===== src/rtl/mem_stage.sv =====
// Memory-access pipeline stage: holds one instruction between EX and WB, waits for
// the data-bus response of its load/store, aligns load data and drops stale responses.
module mem_stage (
   input  logic        clk,
   input  logic        resetn,
   input  logic        es_to_ms_valid,
   output logic        ms_allowin,
   input  logic [31:0] es_pc,
   input  logic        es_rf_we,
   input  logic [4:0]  es_rf_waddr,
   input  logic [31:0] es_alu_result,
   input  logic        es_mem_req,
   input  logic [4:0]  es_ld_op,
   input  logic [15:0] es_except,
   input  logic        data_sram_data_ok,
   input  logic [31:0] data_sram_rdata,
   input  logic        ws_allowin,
   input  logic        wb_flush,
   output logic        ms_to_ws_valid,
   output logic [31:0] ms_pc,
   output logic [37:0] ms_rf_collect,
   output logic [15:0] ms_except,
   output logic [37:0] ms_fwd,
   output logic        ms_ld_pending,
   output logic        ms_ex_pending
);

   // WAIT means a request is outstanding; READY covers "no request" and "data captured".
   typedef enum logic [1:0] {
      S_EMPTY = 2'd0,
      S_WAIT  = 2'd1,
      S_READY = 2'd2
   } state_t;

   state_t      state;
   logic [31:0] pc_q;
   logic        rf_we_q;
   logic [4:0]  waddr_q;
   logic [31:0] alu_q;
   logic [4:0]  ld_op_q;
   logic [15:0] except_q;
   logic [31:0] rdata_buf;
   logic [1:0]  drop_cnt;

   logic        ms_valid;
   logic        waiting;
   logic        drop_idle;
   logic        data_hit;
   logic        ms_ready_go;
   logic        flush_inc;
   logic        drop_dec;
   logic        rf_we_out;
   logic [31:0] ld_word;
   logic [7:0]  ld_byte;
   logic [15:0] ld_half;
   logic [31:0] ld_data;
   logic [31:0] wdata;

   assign ms_valid    = (state != S_EMPTY);
   assign waiting     = (state == S_WAIT);
   assign drop_idle   = (drop_cnt == 2'd0);
   assign data_hit    = data_sram_data_ok & drop_idle;
   assign ms_ready_go = ~waiting | data_hit;
   assign ms_allowin  = ~ms_valid | (ms_ready_go & ws_allowin);

   // A response arriving in the flush cycle is consumed by the flushed load, so it owes nothing.
   assign flush_inc = wb_flush & waiting & ~data_hit;
   assign drop_dec  = data_sram_data_ok & ~drop_idle;

   always_ff @(posedge clk or negedge resetn) begin
      if (!resetn) begin
         drop_cnt <= 2'd0;
      end else if (flush_inc && !drop_dec && drop_cnt != 2'd3) begin
         drop_cnt <= drop_cnt + 2'd1;
      end else if (drop_dec && !flush_inc) begin
         drop_cnt <= drop_cnt - 2'd1;
      end
   end

   always_ff @(posedge clk or negedge resetn) begin
      if (!resetn) begin
         state     <= S_EMPTY;
         pc_q      <= 32'd0;
         rf_we_q   <= 1'b0;
         waddr_q   <= 5'd0;
         alu_q     <= 32'd0;
         ld_op_q   <= 5'd0;
         except_q  <= 16'd0;
         rdata_buf <= 32'd0;
      end else if (wb_flush) begin
         state <= S_EMPTY;
      end else begin
         if (waiting && data_hit) begin
            state     <= S_READY;
            rdata_buf <= data_sram_rdata;
         end
         if (ms_allowin) begin
            if (es_to_ms_valid) begin
               state    <= es_mem_req ? S_WAIT : S_READY;
               pc_q     <= es_pc;
               rf_we_q  <= es_rf_we;
               waddr_q  <= es_rf_waddr;
               alu_q    <= es_alu_result;
               ld_op_q  <= es_ld_op;
               except_q <= es_except;
            end else begin
               state <= S_EMPTY;
            end
         end
      end
   end

   // In the response cycle the bus data is used directly; afterwards the buffered copy.
   always_comb begin
      ld_word = waiting ? data_sram_rdata : rdata_buf;
      case (alu_q[1:0])
         2'd0:    ld_byte = ld_word[7:0];
         2'd1:    ld_byte = ld_word[15:8];
         2'd2:    ld_byte = ld_word[23:16];
         default: ld_byte = ld_word[31:24];
      endcase
      ld_half = alu_q[1] ? ld_word[31:16] : ld_word[15:0];
      if (ld_op_q[0]) begin
         ld_data = {{24{ld_byte[7]}}, ld_byte};
      end else if (ld_op_q[1]) begin
         ld_data = {24'd0, ld_byte};
      end else if (ld_op_q[2]) begin
         ld_data = {{16{ld_half[15]}}, ld_half};
      end else if (ld_op_q[3]) begin
         ld_data = {16'd0, ld_half};
      end else begin
         ld_data = ld_word;
      end
      wdata = (|ld_op_q) ? ld_data : alu_q;
   end

   assign rf_we_out      = ms_valid & rf_we_q & ~(|except_q);
   assign ms_to_ws_valid = ms_valid & ms_ready_go;
   assign ms_pc          = pc_q;
   assign ms_except      = except_q;
   assign ms_rf_collect  = {rf_we_out, waddr_q, wdata};
   assign ms_fwd         = {ms_valid & rf_we_q, waddr_q, wdata};
   assign ms_ld_pending  = ms_valid & (|ld_op_q) & ~ms_ready_go;
   assign ms_ex_pending  = ms_valid & (|except_q);

endmodule


===== config.mk =====
export PLATFORM = sky130hd
export DESIGN_NAME = mem_stage
export DESIGN_NICKNAME = d
export VERILOG_FILES = /design/src/rtl/mem_stage.sv
export SDC_FILE = /design/constraint.sdc
export NUM_CORES = 1
export LEC_CHECK = 0
export BUFFER_PORTS_ARGS = -buffer_cell sky130_fd_sc_hd__clkbuf_2
export CAP_MARGIN = 15
export CORE_MARGIN = 3
export CORE_UTILIZATION = 45
export CTS_BUF_LIST = sky130_fd_sc_hd__clkbuf_4
export CTS_CLUSTER_SIZE = 30
export DETAILED_ROUTE_END_ITERATION = 8
export GPL_ROUTABILITY_DRIVEN = 0
export PLACE_DENSITY = 0.74
export SYNTH_ARGS = -nofsm -noshare
export SYNTH_HDL_FRONTEND = slang
export SYNTH_SLANG_ARGS = --single-unit

===== constraint.sdc =====
create_clock -name clk -period 2.3 [get_ports clk]
set_input_delay 0.23 -clock clk [delete_from_list [all_inputs] [get_ports clk]]
set_output_delay 0.23 -clock clk [all_outputs]
set_load 0.1 [all_outputs]

==> qor.yml, run 1 <==
slew_violations: 0
synth-edff-count: 0
yosys-top-cells-count: "dfrtp_1 (127), mux2_2 (124), buf_4 (40)"
crit_type: "flop to output port"
grt_pass1_vias: 7277
hold_end: "drop_cnt[0]"
cts_buffers: 17
cp_data_arrival_time_ps: 2690
finalCritPeriodShare: 1.270
die_h_um: 128
grt_usage: 0.3241
r2r_end: "ms_pc[1]"
slew_headroom: 0.6016
max_cap_violations: 0
cp-start-kind: "flop"
num_rows: 43
htree_levels: 4
grt_pass1_wl_um: 40850
cpPeakStageDelay_ps: 430
synth_cells: 533
tightest_slew_ps: 597.6
dp.final_hpwl_um: 15210
final_util: 0.8424
synth_flop_cell: "dfrtp_1"
area_growth_pct: 78.65
crit_slowest_cell: "dfrtp_1"
stdcell_count: 1133
die-area_um2: 16380
cp_max_fo: 10
syn-num-nets: 663
status: "finished, violations left"
pre_cts_slack_ps: -41.15
finalWorstSetupSlack_ps: -620.3
min_from: "data_sram_data_ok"
ant_nets: 0
drc: 0
clock_latency_ps: 590
io_pins: 258
hold_class: "input pin to flop"
hold_depth: 3
yosysTopAreaCell: "dfrtp_1"
routed_wl_um: 28000
vias_per_cell: 5.996
ctsLongestPathBuffers: 2
r2r_start: "state[1]"
path_cells: "nand2b_4 > buf_12 > buf_4 > a211oi_1 > o21ai_2 > a32o_4 > buf_12"
netlist_area_um2: 6698
synth.top_cells.by_area: "dfrtp_1 (47%), mux2_2 (21%), mux4_2 (6.7%)"
clkSinkCount: 127
dp.cells: 940
initial_utilization: 0.4715
async_reset_ff_frac: 1.000
dieWidth_um: 128
grt_max_degree: 59
rsz0062_at_grt: "true"
cpMostUsedCell: "buf_12"
finalSetupViolCount: 65
rr_worst_depth: 7
timing.fmax_ghz: 0.3424
cts-root-buf: "clkbuf_4"
ys_seq_area_frac: 0.4745
cp.required_ps: 2070
dr.first_iter.drc_count: 606
yosysUniqueCellTypes: 54
fin_crit_ps: 2920
overflow: 0
antenna_found_initial: 0
synth_top_area_frac: 0.4745
ys_ff_latch: 127
cts_tree: "built"
end_kind: "output port"
yosysMostFrequentCell: "dfrtp_1"
coreArea_um2: 14200
diodes: 0
routedWlPerCell_um: 24.71
vias: 6793
drive_above_1_share: 0.6285
r2r_setup_slack_ps: 190
hold_viol_final: 0
nets: 1070
clock_skew_ps: 41.24
violations: "negative setup slack"
ys_warn_count: 0
syn_area_per_cell_um2: 12.57
clk_pin_slew_ps: 120
fillCellCount: 638
drt_first_pass_iters: 5
io_buffers: 257
cell families after synthesis:
| family | synth area share |
|---|---|
| multiplexers | 0.3034 |
| flip-flops | 0.4745 |
| AO/OA/AOI/OAI | 0.09322 |
| buffers and inverters | 0.07005 |
| AND/OR/NAND/NOR | 0.05884 |
cell usage in the layout, fill, tap and decap left out, types with 12 or more instances in the layout:
master,count
buf_6,13
clkbuf_4,19
mux2_2,122
dfrtp_1,123
dlygate4sd3_1,128
clkbuf_2,187
nor2_1,20
buf_4,46
mux4_2,20
buf_12,77
a22oi_2,14
a31oi_4,17
mux2_1,12
layout make-up:
| cell class | count | area [um^2] | share of cell area |
|---|---|---|---|
| timing repair buffer | 460 | 4408 | 0.3684 |
| multi-input combinational | 328 | 3777 | 0.3157 |
| sequential | 127 | 3183 | 0.2660 |
| tap | 180 | 225.2 | 0.01882 |
| clock inverter | 14 | 212.7 | 0.01778 |
| clock buffer | 18 | 135.1 | 0.01129 |
| inverter | 6 | 23.77 | 0.001987 |
metrics by stage:
step | area [um^2] | hold slack [ps] | TNS [ps]
after floorplan | 7411 | -65.59 | -26560
after global placement | 9612 | 237.0 | -49.35
after detailed placement | 9612 | 242.5 | -425.4
after CTS | 11670 | 14.24 | -24060
after global routing | 11970 | 54.87 | -38320
final | 11970 | 107.8 | -31540
sequential cells by signal (all words and copies together) (netlist names):
register	cells
alu_q	32
rf_we_q	1
state	2
ms_except	16
rdata_buf	32
drop_cnt	2
ms_pc	32
ld_op_q	5
waddr_q	5
critical path, delay by kind of cell (launching register included):
kind	cells	cell delay, ps
AO/OA/AOI/OAI	3	980
buffers and inverters	3	490
flip-flops	1	430
AND/OR/NAND/NOR	1	220
layer usage:
layer / track usage / vias up / part of all wire / routed length, um
met5: 0 / - / 0 / 0
met1: 0.3762 / 3401 / 0.36 / 10010
met3: 0.09542 / 111 / 0.095 / 2649
li1: - / 2775 / - / -
met4: 0.1542 / 0 / 0.051 / 1428
met2: 0.5505 / 506 / 0.50 / 13910
how the worst max path moves through the flow:
stage / startpoint / endpoint / slack [ps] / cells past startpoint
3_3_place_gp: state[1] / ms_fwd[7] / -20 / 7
4_1_cts: state[0] / ms_rf_collect[6] / -410 / 7
5_1_grt: state[1] / ms_rf_collect[2] / -720 / 7
2_1_floorplan: state[0] / ms_rf_collect[10] / -1150 / 7
6_report: state[1] / ms_fwd[2] / -620 / 7
3_5_place_dp: state[0] / ms_fwd[13] / -40 / 6
timing repair:
item                                    CTS  global route
endpoints found under the setup margin   68            69
cloned                                    1             3
pin swaps                                20            24
setup buffers                            18            13
gates resized for setup                  73            36
hold endpoints to repair                179             1
hold buffers                            127             1
Power of run 1 is not shown: default switching activity piles up to over one toggle a cycle in this logic, so the estimate is an artifact.
==> run 2, diff against run 1 <==
--- a/config.mk
+++ b/config.mk
@@ -6,14 +6,14 @@
 export NUM_CORES = 1
 export LEC_CHECK = 0
 export BUFFER_PORTS_ARGS = -buffer_cell sky130_fd_sc_hd__clkbuf_2
-export CAP_MARGIN = 15
 export CORE_MARGIN = 3
 export CORE_UTILIZATION = 45
 export CTS_BUF_LIST = sky130_fd_sc_hd__clkbuf_4
 export CTS_CLUSTER_SIZE = 30
 export DETAILED_ROUTE_END_ITERATION = 8
 export GPL_ROUTABILITY_DRIVEN = 0
-export PLACE_DENSITY = 0.74
+export PLACE_DENSITY = 0.7
+export SETUP_SLACK_MARGIN = 0.2
 export SYNTH_ARGS = -nofsm -noshare
 export SYNTH_HDL_FRONTEND = slang
 export SYNTH_SLANG_ARGS = --single-unit
==> qor.yml, run 2 (same netlist as run 1, synthesis figures left out) <==
num_rows: 43
antenna_found_initial: 5
path_depth: 5
ant_nets: 0
final_util: 0.8362
cp.required_ps: 2070
crit_slowest_cell: "dfrtp_1"
cp_data_arrival_time_ps: 2590
finalSetupViolCount: 65
nets: 1053
fin_crit_ps: 2822
crit_end: "ms_rf_collect[13]"
r2r_setup_slack_ps: 250
violations: "negative setup slack"
finalWorstSetupSlack_ps: -521.6
vias: 6418
layout_commonest_cell: "clkbuf_2"
clock_latency_ps: 540
dieWidth_um: 128
hold_viol_final: 0
overflow: 0
vias_per_cell: 5.725
crit_type: "flop to output port"
cp_max_fo: 10
crit_buf_inv: 3
slew_violations: 0
max_cap_violations: 0
routedWlPerCell_um: 22.67
cp-start-kind: "flop"
timing.fmax_ghz: 0.3544
grt_pass1_vias: 6862
rsz0062_at_grt: "true"
routed_wl_um: 25410
io_buffers: 257
io_pins: 258
grt_usage: 0.2994
coreArea_um2: 14200
tightest_slew_ps: 574.8
r2r_start: "state[1]"
cts_tree: "built"
dr.first_iter.drc_count: 470
finalCritPeriodShare: 1.227
drc: 0
path_cells: "clkinv_1 > o21ai_0 > buf_4 > o21ai_2 > buf_12"
layout_common_cells: "clkbuf_2 (186), dlygate4sd3_1 (128), dfrtp_1 (125), mux2_2 (123), buf_12 (76)"
end_kind: "output port"
rr_worst_depth: 7
drive_above_1_share: 0.6250
grt_max_degree: 47
r2r_end: "waddr_q[1]"
drt_first_pass_iters: 5
hold_class: "input pin to flop"
cpPeakStageDelay_ps: 620
area_growth_pct: 77.34
min_from: "data_sram_data_ok"
ctsLongestPathBuffers: 2
clock_skew_ps: 15.14
status: "finished, violations left"
clk_pin_slew_ps: 120
dp.final_hpwl_um: 14990
die-area_um2: 16380
cts-root-buf: "clkbuf_4"
crit_start: "alu_q[0]"
cts_buffers: 17
htree_levels: 4
die_h_um: 128
grt_pass1_wl_um: 38210
initial_utilization: 0.4715
clkSinkCount: 127
critPathTopFamily: "buffers and inverters"
slew_headroom: 0.6184
==> run 2: cell count changes in the layout (fill, tap and decap cells not counted), sizes merged <==
| cell | previous run | this run |
|---|---|---|
| buf | 140 | 124 |
| inv | 7 | 8 |
| diode | 0 | 5 |
| bufinv | 5 | 3 |
| clkinvlp | 3 | 4 |
| clkbuf | 210 | 208 |
| clkinv | 5 | 6 |
==> run 2: timing repair <==
action                                 4_1_cts  5_1_grt
buffers inserted                            14        6
gates resized for setup                     95       19
cloned                                       5        1
endpoints found under the hold margin      211        0
pin swaps                                   26       11
hold buffers                               128        0
setup endpoints to repair                   70       69
==> run 2: layout make-up <==
class                      instances  area [um^2]
clock inverter                    15        186.4
sequential                       127         3181
multi-input combinational        328         3797
antenna                            5        12.51
inverter                           6        25.02
clock buffer                      17        127.6
timing repair buffer             443         4323
tap                              180        225.2
fill                             675         2326
==> run 2: stage by stage <==
step	worst slack (ps)	setup TNS (ps)	instance area [um^2]	std cells	hold slack, ps
6_report	-521.6	-29300	11880	1121	51.75
5_1_grt	-670.8	-36890	11880	1121	29.21
4_1_cts	-454.9	-26350	11700	1109	2.681
3_5_place_dp	19.32	0	9493	930	179.3
3_3_place_gp	75.90	0	9493	930	175.3
2_1_floorplan	-1114	-40700	7224	533	-65.59
==> run 2: worst min path at each step <==
stage               cells past startpoint          end
floorplan                               0     alu_q[0]
detailed placement                      1    ms_pc[31]
global route                            3  drop_cnt[0]
finish                                  3  drop_cnt[0]
global placement                        1    ms_pc[31]
CTS                                     3  drop_cnt[0]
==> run 2: worst reg2reg max path, delay by kind of cell (launching register included) <==
kind                   cells  cell delay (ps)
AOI/OAI and AO/OA          1              210
buffers and inverters      4              670
DFF                        1              430
muxes                      1              420
and+or+nand+nor            1              210
==> run 2: layer usage <==
layer  wire, um  GRT usage  vias to the layer above
li1           -          -                     2737
met1       9484     0.3679                     3206
met2      12650     0.5191                      397
met3       2320    0.07125                       78
met4        956    0.09988                        0
met5          0          0                        -
Power of run 2 is left out for the same reason.
